**config.mk**
```make
export PLATFORM = sky130hd
export DESIGN_NAME = filter_sample_feeder
export DESIGN_NICKNAME = d
export VERILOG_FILES = /design/src/rtl/filter_pkg.sv /design/src/rtl/filter_sample_fifo.sv /design/src/rtl/filter_sample_feeder.sv
export SDC_FILE = /design/constraint.sdc
export NUM_CORES = 1
export LEC_CHECK = 0
export CAP_MARGIN = 10
export CORE_MARGIN = 10
export CORE_UTILIZATION = 54
export CTS_CLUSTER_DIAMETER = 150
export DETAILED_ROUTE_END_ITERATION = 16
export PLACE_DENSITY = 0.88
export SETUP_SLACK_MARGIN = 0.1
export SYNTH_ARGS = -nofsm -noshare
export SYNTH_HDL_FRONTEND = slang
export SYNTH_SLANG_ARGS = --single-unit
```
**constraint.sdc**
```tcl
create_clock -name clk -period 3.3 [get_ports clk]
set_input_delay 0.33 -clock clk [delete_from_list [all_inputs] [get_ports clk]]
set_output_delay 0.33 -clock clk [all_outputs]
set_load 0.02 [all_outputs]
```
**src/rtl/filter_pkg.sv**
```systemverilog
// Shared definitions for the second-order recursive filter and its feeder.
// Sample width, coefficients and feeder FSM encoding live here.
package filter_pkg;

    localparam int DATA_W = 32;

    // y = a^2*y[n-2] + a*b*x[n-1] + b*x[n]
    localparam int COEF_A = 2;
    localparam int COEF_B = 3;

    typedef enum logic [1:0] {
        IDLE = 2'd0,
        LOAD = 2'd1,
        HOLD = 2'd2
    } feed_state_t;

endpackage

```
**src/rtl/filter_sample_fifo.sv**
```systemverilog
// Small synchronous FIFO buffering samples ahead of the filter feeder.
// No bypass: a pushed word becomes visible at head on the next edge.
module filter_sample_fifo #(
    parameter int DATA_W = 32,
    parameter int DEPTH  = 4
) (
    input  logic              clk,
    input  logic              reset,
    input  logic              clear,
    input  logic              push,
    input  logic [DATA_W-1:0] data,
    input  logic              pop,
    output logic              full,
    output logic              empty,
    output logic [DATA_W-1:0] head
);

    localparam int AW = $clog2(DEPTH);
    localparam int CW = AW + 1;

    logic [DATA_W-1:0] mem [DEPTH];
    logic [AW-1:0]     wr_ptr;
    logic [AW-1:0]     rd_ptr;
    logic [CW-1:0]     count;
    logic              do_push;
    logic              do_pop;

    assign full  = (count == CW'(DEPTH));
    assign empty = (count == '0);
    assign head  = mem[rd_ptr];

    // Full blocks a push even if a pop happens in the same cycle.
    assign do_push = push && !full && !clear;
    assign do_pop  = pop && !empty && !clear;

    always_ff @(posedge clk or negedge reset) begin
        if (!reset) begin
            wr_ptr <= '0;
            rd_ptr <= '0;
            count  <= '0;
        end else if (clear) begin
            wr_ptr <= '0;
            rd_ptr <= '0;
            count  <= '0;
        end else begin
            if (do_push)
                wr_ptr <= wr_ptr + 1'b1;
            if (do_pop)
                rd_ptr <= rd_ptr + 1'b1;
            if (do_push && !do_pop)
                count <= count + 1'b1;
            else if (do_pop && !do_push)
                count <= count - 1'b1;
        end
    end

    always_ff @(posedge clk) begin
        if (do_push)
            mem[wr_ptr] <= data;
    end

endmodule

```
**src/rtl/filter_sample_feeder.sv**
```systemverilog
// Feeds x[n] and x[n-1] to the recursive filter, one sample per hold
// period, and freezes the multiplier pipeline when the FIFO runs dry.
module filter_sample_feeder
    import filter_pkg::*;
#(
    parameter int DATA_W      = filter_pkg::DATA_W,
    parameter int DEPTH       = 4,
    parameter int HOLD_CYCLES = 2,
    parameter int CNT_W       = 16
) (
    input  logic              clk,
    input  logic              reset,
    input  logic [DATA_W-1:0] in_data,
    input  logic              in_valid,
    output logic              in_ready,
    input  logic              run,
    input  logic              flush,
    output logic [DATA_W-1:0] x_n,
    output logic [DATA_W-1:0] x_n_1,
    output logic              enable_start,
    output logic              sample_strobe,
    output logic              busy,
    output logic [CNT_W-1:0]  sample_count
);

    localparam int HC_W = (HOLD_CYCLES > 1) ? $clog2(HOLD_CYCLES) : 1;

    feed_state_t       state;
    feed_state_t       state_nx;
    logic [HC_W-1:0]   hold_cnt;
    logic [HC_W-1:0]   hold_nx;
    logic              do_load;
    logic              do_flush;

    logic              fifo_full;
    logic              fifo_empty;
    logic [DATA_W-1:0] fifo_head;

    logic [DATA_W-1:0] x_nx;
    logic [DATA_W-1:0] x1_nx;
    logic              en_nx;
    logic              strobe_nx;
    logic [CNT_W-1:0]  cnt_nx;

    assign in_ready = !fifo_full;

    filter_sample_fifo #(
        .DATA_W (DATA_W),
        .DEPTH  (DEPTH)
    ) u_fifo (
        .clk   (clk),
        .reset (reset),
        .clear (do_flush),
        .push  (in_valid),
        .data  (in_data),
        .pop   (do_load),
        .full  (fifo_full),
        .empty (fifo_empty),
        .head  (fifo_head)
    );

    always_ff @(posedge clk or negedge reset) begin
        if (!reset) begin
            state    <= IDLE;
            hold_cnt <= '0;
        end else begin
            state    <= state_nx;
            hold_cnt <= hold_nx;
        end
    end

    always_comb begin
        state_nx = state;
        hold_nx  = hold_cnt;
        do_load  = 1'b0;
        do_flush = 1'b0;
        unique case (state)
            IDLE: begin
                if (flush)
                    do_flush = 1'b1;
                else if (run)
                    state_nx = LOAD;
            end
            LOAD: begin
                // Dropping run wins over a waiting sample.
                if (!run) begin
                    state_nx = IDLE;
                end else if (!fifo_empty) begin
                    do_load = 1'b1;
                    if (HOLD_CYCLES > 1) begin
                        state_nx = HOLD;
                        hold_nx  = HC_W'(HOLD_CYCLES - 1);
                    end
                end
            end
            HOLD: begin
                if (hold_cnt <= HC_W'(1)) begin
                    state_nx = LOAD;
                    hold_nx  = '0;
                end else begin
                    hold_nx = hold_cnt - 1'b1;
                end
            end
            default: begin
                state_nx = IDLE;
                hold_nx  = '0;
            end
        endcase
    end

    always_comb begin
        x_nx      = x_n;
        x1_nx     = x_n_1;
        en_nx     = enable_start;
        strobe_nx = 1'b0;
        cnt_nx    = sample_count;
        if (do_flush) begin
            x_nx   = '0;
            x1_nx  = '0;
            cnt_nx = '0;
        end else if (do_load) begin
            x1_nx     = x_n;
            x_nx      = fifo_head;
            en_nx     = 1'b1;
            strobe_nx = 1'b1;
            cnt_nx    = sample_count + 1'b1;
        end else if (state == LOAD) begin
            en_nx = 1'b0;
        end
    end

    always_ff @(posedge clk or negedge reset) begin
        if (!reset) begin
            x_n           <= '0;
            x_n_1         <= '0;
            enable_start  <= 1'b0;
            sample_strobe <= 1'b0;
            sample_count  <= '0;
            busy          <= 1'b0;
        end else begin
            x_n           <= x_nx;
            x_n_1         <= x1_nx;
            enable_start  <= en_nx;
            sample_strobe <= strobe_nx;
            sample_count  <= cnt_nx;
            busy          <= (state_nx != IDLE);
        end
    end

endmodule

```
Word-level counts from Yosys, hierarchy flattened
Memories as Yosys holds them, arrays and structs flattened.
Cells that the tools add are included.
{"block": "word_totals", "regBits": 93, "ram_bits": 128, "in_bits": 37, "output_inout_bits": 84, "n_memories": 1}
{"block": "op_classes", "addsub": 6, "order_cmp": 1, "eq_ne": 5, "n_mux": 34, "bitwise_logic": 2, "n_reduce_logical": 21}
{"name": "u_fifo.mem", "words": 4, "word_bits": 32, "read_ports": 1, "rd_clocked_by_memory_dff": 0, "wr": 1, "line": "filter_sample_fifo.sv:21", "rtl": "logic [DATA_W-1:0] mem [DEPTH];"}
{"op": "32-bit two-way mux", "count": 4}
{"op": "16-bit two-way mux", "count": 2}
{"op": "2-bit two-way mux", "count": 9}
{"op": "16-bit by 1-bit adder with 16-bit output (second input constant)", "count": 1}
{"op": "1-bit two-way mux", "count": 14}
{"op": "2-bit nonzero test", "count": 5}
{"op": "3-bit two-way mux", "count": 3}
{"op": "1-bit logical AND", "count": 6}
{"op": "2-bit case mux with 3 select lines", "count": 1}
{"op": "1-bit logical NOT", "count": 5}
{"op": "2-bit by 1-bit adder with 2-bit output (second input constant)", "count": 2}
{"op": "2-bit != test (second input constant)", "count": 2}
{"op": "3-bit by 1-bit adder with 3-bit output (second input constant)", "count": 1}
{"op": "3-bit == test (second input constant)", "count": 1}
{"op": "3-bit logical NOT", "count": 1}
{"op": "1-bit case mux with 3 select lines", "count": 1}
{"op": "3-bit AND reduction", "count": 1}
{"op": "3-bit nonzero test", "count": 1}
{"op": "3-bit by 1-bit subtractor with 3-bit output (second input constant)", "count": 1}
{"op": "2-bit by 1-bit == test with 1-bit output (second input constant)", "count": 1}
{"op": "2-bit == test (second input constant)", "count": 1}
{"op": "2-bit logical NOT", "count": 1}
{"op": "1-bit inverter", "count": 2}
{"op": "2-bit AND reduction", "count": 1}
{"op": "2 further kinds", "count": 2}

Logic depth before layout (Yosys ltp)
{"block": "logic_depth", "depth_word": 10, "depth_mapped": 10}

Cells and area by module
A second synthesis with hierarchy kept.
{"block": "hier_totals", "hier_cells": 472, "area_unflattened_um2": 8396.8}
{"mod": "filter_sample_fifo", "instances": 1, "cells_per_inst": 228, "area_per_inst_um2": 5172.5, "seq_area_each_um2": 4018.9}
{"mod": "filter_sample_feeder", "instances": 1, "cells_per_inst": 244, "area_per_inst_um2": 3224.3, "seq_area_each_um2": 2127.0}

Worst setup path before layout
OpenSTA, ideal clock, no wires.
{"block": "synth_path", "path_type": "flip-flop to flip-flop", "from": "register state[1]", "to": "register u_fifo.count[2]", "setup_time_ns": 0.079, "arrival_time_ns": 2.242, "setup_slack_ns": 0.978, "stages_incl_launch_ff": 10, "n_path_buf": 2, "synth_period_minus_slack_ns": 2.322, "cell_sequence": "dfrtp_1 -> nand3b_1 -> nor2_2 -> buf_2 -> buf_2 -> nor2_1 -> fa_1 -> and3_1 -> mux2i_1 -> mux2i_1"}
{"block": "synth_via", "elab_chain_cells": 8, "word_cells_on_any_way": 15}
{"item": "from (decl)", "line": "filter_sample_feeder.sv:28", "rtl": "feed_state_t state;"}
{"item": "from (signal assigned)", "line": "filter_sample_feeder.sv:67", "rtl": "state <= state_nx;"}
{"item": "2-bit by 1-bit == test with 1-bit output or 2-bit logical NOT (tied branches)", "line": "filter_sample_feeder.sv:77", "rtl": "unique case (state)"}
{"item": "1-bit two-way mux", "line": "filter_sample_feeder.sv:77"}
{"item": "1-bit logical AND or 1-bit logical NOT (tied branches)", "line": "filter_sample_fifo.sv:34, filter_sample_fifo.sv:33"}
{"item": "1-bit logical AND", "line": "filter_sample_fifo.sv:34", "rtl": "assign do_pop = pop && !empty && !clear;"}
{"item": "1-bit logical NOT", "line": "filter_sample_fifo.sv:50", "rtl": "if (do_push && !do_pop)"}
{"item": "1-bit logical AND", "line": "filter_sample_fifo.sv:50"}
{"item": "3-bit two-way mux", "line": "filter_sample_fifo.sv:50"}
{"item": "3-bit two-way mux", "line": "filter_sample_fifo.sv:41", "rtl": "end else if (clear) begin"}
{"item": "to (signal assigned)", "line": "filter_sample_fifo.sv:51", "rtl": "count <= count + 1'b1;"}
{"item": "to (signal assigned)", "line": "filter_sample_fifo.sv:53", "rtl": "count <= count - 1'b1;"}
{"item": "to (decl)", "line": "filter_sample_fifo.sv:24", "rtl": "logic [CW-1:0] count;"}
Parallel ways exist; a longest one is shown, timed or not.
A chain may end at the register's enable or synchronous reset.

Worst setup path after layout
{"block": "layout_path", "from": "register u_fifo.count[0]", "to": "register u_fifo.count[2]"}
{"block": "layout_via", "elab_chain_cells": 10, "word_cells_on_any_way": 21}
{"item": "3-bit logical NOT", "line": "filter_sample_fifo.sv:29", "rtl": "assign empty = (count == '0);"}
{"item": "1-bit two-way mux", "line": "filter_sample_feeder.sv:88", "rtl": "end else if (!fifo_empty) begin"}
{"item": "1-bit two-way mux", "line": "filter_sample_feeder.sv:86", "rtl": "if (!run) begin"}
{"item": "1-bit two-way mux", "line": "filter_sample_feeder.sv:77"}
{"item": "1-bit logical AND (2 in a row)", "line": "filter_sample_fifo.sv:34"}
{"item": "1-bit logical NOT", "line": "filter_sample_fifo.sv:50"}
{"item": "1-bit logical AND", "line": "filter_sample_fifo.sv:50"}
{"item": "3-bit two-way mux", "line": "filter_sample_fifo.sv:50"}
{"item": "3-bit two-way mux", "line": "filter_sample_fifo.sv:41"}
Parallel ways exist; a longest one is shown, timed or not. The select of a mux whose other input is x is not followed.

==> qor.txt <==
Cell Pwr Density = 758 nW/um^2
TritonCTS Sinks = 220
Final Non-Filler Cells = 947
initial antenna violation count = 2
Pins Over Slew Limit = 0
layout cells sized above 1 = 12.3%
Max-cap violations = 0
final hold vios = 0
CTS tree = built
synthesized area = 8660 um^2
Post-synth ARST share = 41.8%
via count = 5,432
root buf cell = clkbuf_16
Synth Flop Type = edfxtp_1
synth top area cells = edfxtp_1, dfrtp_1, mux4_2, nand2_1, o21ai_0
cell count after synthesis = 600
Routed Wire Length = 20,100 um
synthesized area per cell = 14.4 um^2
Worst path slowest cell = or3b_1
post_cts resized = 0
Setup WS post-layout = 0.906 ns
leak pwr = 3.86 nW
CP max FO = 8
gr ovfl total = 0
CTS Buf Count = 21
RSZ-0062 raised after global routing = false
endpoints failing setup = 0
GPL Wtd Cong = 0.773
first-pass GRT wire length = 32,100 um
FP Rows = 46
dpl hpwl = 12,800 um
Post-synth top cells = nand2_1, edfxtp_1, dfrtp_1
clk buf depth = 3
setup tns final = 0 ns
Reg clk slew, reported paths = 0.07 ns
crit path DAT = 2.81 ns
fin util = 67.6%
Crit path max-delay family = simple AND/OR/NAND/NOR gates
vias in the first global route = 5,675
area leader, netlist = edfxtp_1
most used cell, CP = mux2i_1
Area Growth Syn to Fin = 23.5%
Yosys warnings = 0
Die Width = 147 um
area of the core = 15,800 um^2
fin nets = 758
die height = 147 um
Ports = 121
die area = 21,500 um^2
Starting Density = 54.7%
outcome = finished, final reports clean
largest net degree at the start of global routing = 71
DRC = 0
setup bufs post-CTS = 0
Hold-fix buffers, CTS = 1
Mapped Nets = 643
Vias/cell = 5.74
most common cell in the netlist = nand2_1
Crit. End Element = flip-flop
Hold Path Class = in -> reg
post-synthesis sequential area ratio = 71.0%
initial drt markers = 501
share of the synthesized area in the top cell type = 44.4%
Final min period = 2.39 ns
pre-CTS WS = 0.676 ns
WP buf/inv = 0
drt first pass iters = 5
Yosys reg bits = 220
Critical Path Start Type = flip-flop
htree depth = 1
buffers added on ports = 120
Slew @ Worst Pin = 0.868 ns
worst skew pair latency = 0.49 ns
fmax = 418 MHz
EDFF count, synth = 128
Final Cycle Share = 72.6%
cells along the critical path = or3b_1, and2_1, nand2_1, nor2_1, fa_1, and3_1, mux2i_1, mux2i_1
Slew HR = 42.1%
wire length per cell = 21.3 um
Unique masters post-synth = 46
Final Skew = 0.0107 ns
CP required = 3.72 ns
total track usage = 18.5%
Placed Cells = 907
Routed Antenna Nets = 0
peak supply drop = 0.000494 V
crit path kind = reg -> reg
Fillers = 983
CP max stage delay = 0.46 ns
## per-stage QoR
stage                     total power (W)  area (um^2)  hold WS, ns
after floorplan                   0.00493         8660       0.0344
after global placement            0.00571        10000        0.491
after detailed placement          0.00584        10000        0.500
after CTS                         0.00817        10700        0.473
after global routing              0.00847        10700        0.482
final                             0.00810        10700        0.483
## worst reg2reg max path, delay by kind of cell, from the launching register on
kind,cells,cell delay [ns]
flops,1,0.44
fa+ha+maj,1,0.40
mux,2,0.39
simple gates,5,1.09
## layout make-up
cell class,instances,area (um^2),area share (%)
antenna,2,5.00,0.0468
timing repair buffer,129,1270,11.9
clock buffer,23,533,4.98
sequential,220,6150,57.5
inverter,6,22.5,0.211
clock inverter,14,114,1.06
multi-input combinational,337,2330,21.8
tap,216,270,2.53
## worst paths after layout
| kind | cells after the start | slack (ns) | to | startpoint |
|---|---|---|---|---|
| setup / recovery | 8 | 0.91 | u_fifo.count[2]$_DFFE_PN0P_ | u_fifo.count[0]$_DFFE_PN0P_ |
| hold / removal | 1 | 0.48 | u_fifo.mem[3][10]$_DFFE_PP_ | in_data[10] |
| setup reg to reg | 8 | 0.91 | u_fifo.count[2]$_DFFE_PN0P_ | u_fifo.count[0]$_DFFE_PN0P_ |
| hold reg to reg | 2 | 0.52 | x_n_1[7]$_DFFE_PN0P_ | x_n[7]$_DFFE_PN0P_ |
| max in group asynchronous | 3 | 1.95 | x_n_1[27]$_DFFE_PN0P_ | reset |
| min in group asynchronous | 2 | 0.50 | sample_strobe$_DFF_PN0_ | reset |
## state kept, by name, indices dropped and copies added (netlist names)
name / flops
state: 2
x_n: 32
x_n_1: 32
u_fifo.mem: 128
u_fifo.rd_ptr: 2
u_fifo.wr_ptr: 2
sample_strobe: 1
busy: 1
enable_start: 1
sample_count: 16
u_fifo.count: 3
## layer usage
metal	GRT usage (%)	part of all wire (%)	up-vias
met1	22.9	39	2758
met2	31.6	52	219
li1	-	-	2411
met3	3.65	6.6	44
met4	6.86	2.7	0
met5	0	0	-
## cell usage in the layout, fill, tap and decap left out, types with 3 or more instances in the layout
master           Yosys  routed
ha_1                 5       5
and3_2               0       4
xor2_1               3       3
clkinv_2             0       5
clkdlybuf4s50_1      0     119
nand3_1              3       3
dfrtp_1             92      90
inv_1                6       6
mux2i_1              5       5
edfxtp_1           128     128
or4_1                6       6
xnor2_1              3       3
nand2_1            140     140
mux4_2              32      32
o31ai_1              8       8
nand4_1              4       4
buf_4                2       9
clkinv_1             0       5
o21ai_0             67      67
a21oi_1             10      10
clkbuf_16            0      21
o21ai_1              5       5
nor2_1              10      10
## kinds of logic (layout without fill, tap and decap cells)
| kind of cell | after synthesis | count (layout) | share of synthesized area, % |
|---|---|---|---|
| muxes | 38 | 38 | 9.03 |
| adders and majority gates | 6 | 6 | 0.953 |
| and+or+nand+nor | 192 | 192 | 10.3 |
| buffers and inverters | 43 | 172 | 2.22 |
| xor gates and xnor gates | 6 | 6 | 0.607 |
| AOI/OAI and AO/OA | 95 | 95 | 5.95 |
| DFF | 220 | 220 | 71.0 |
| other | 0 | 2 | 0 |
## power by group
part	switching, W	internal (W)	leakage, nW
Sequential	0.000345	0.00340	2.42
Clock	0.000972	0.00132	0.317
Combinational	0.00118	0.000889	1.12
No activity file was read; power rests on OpenSTA's default activity.
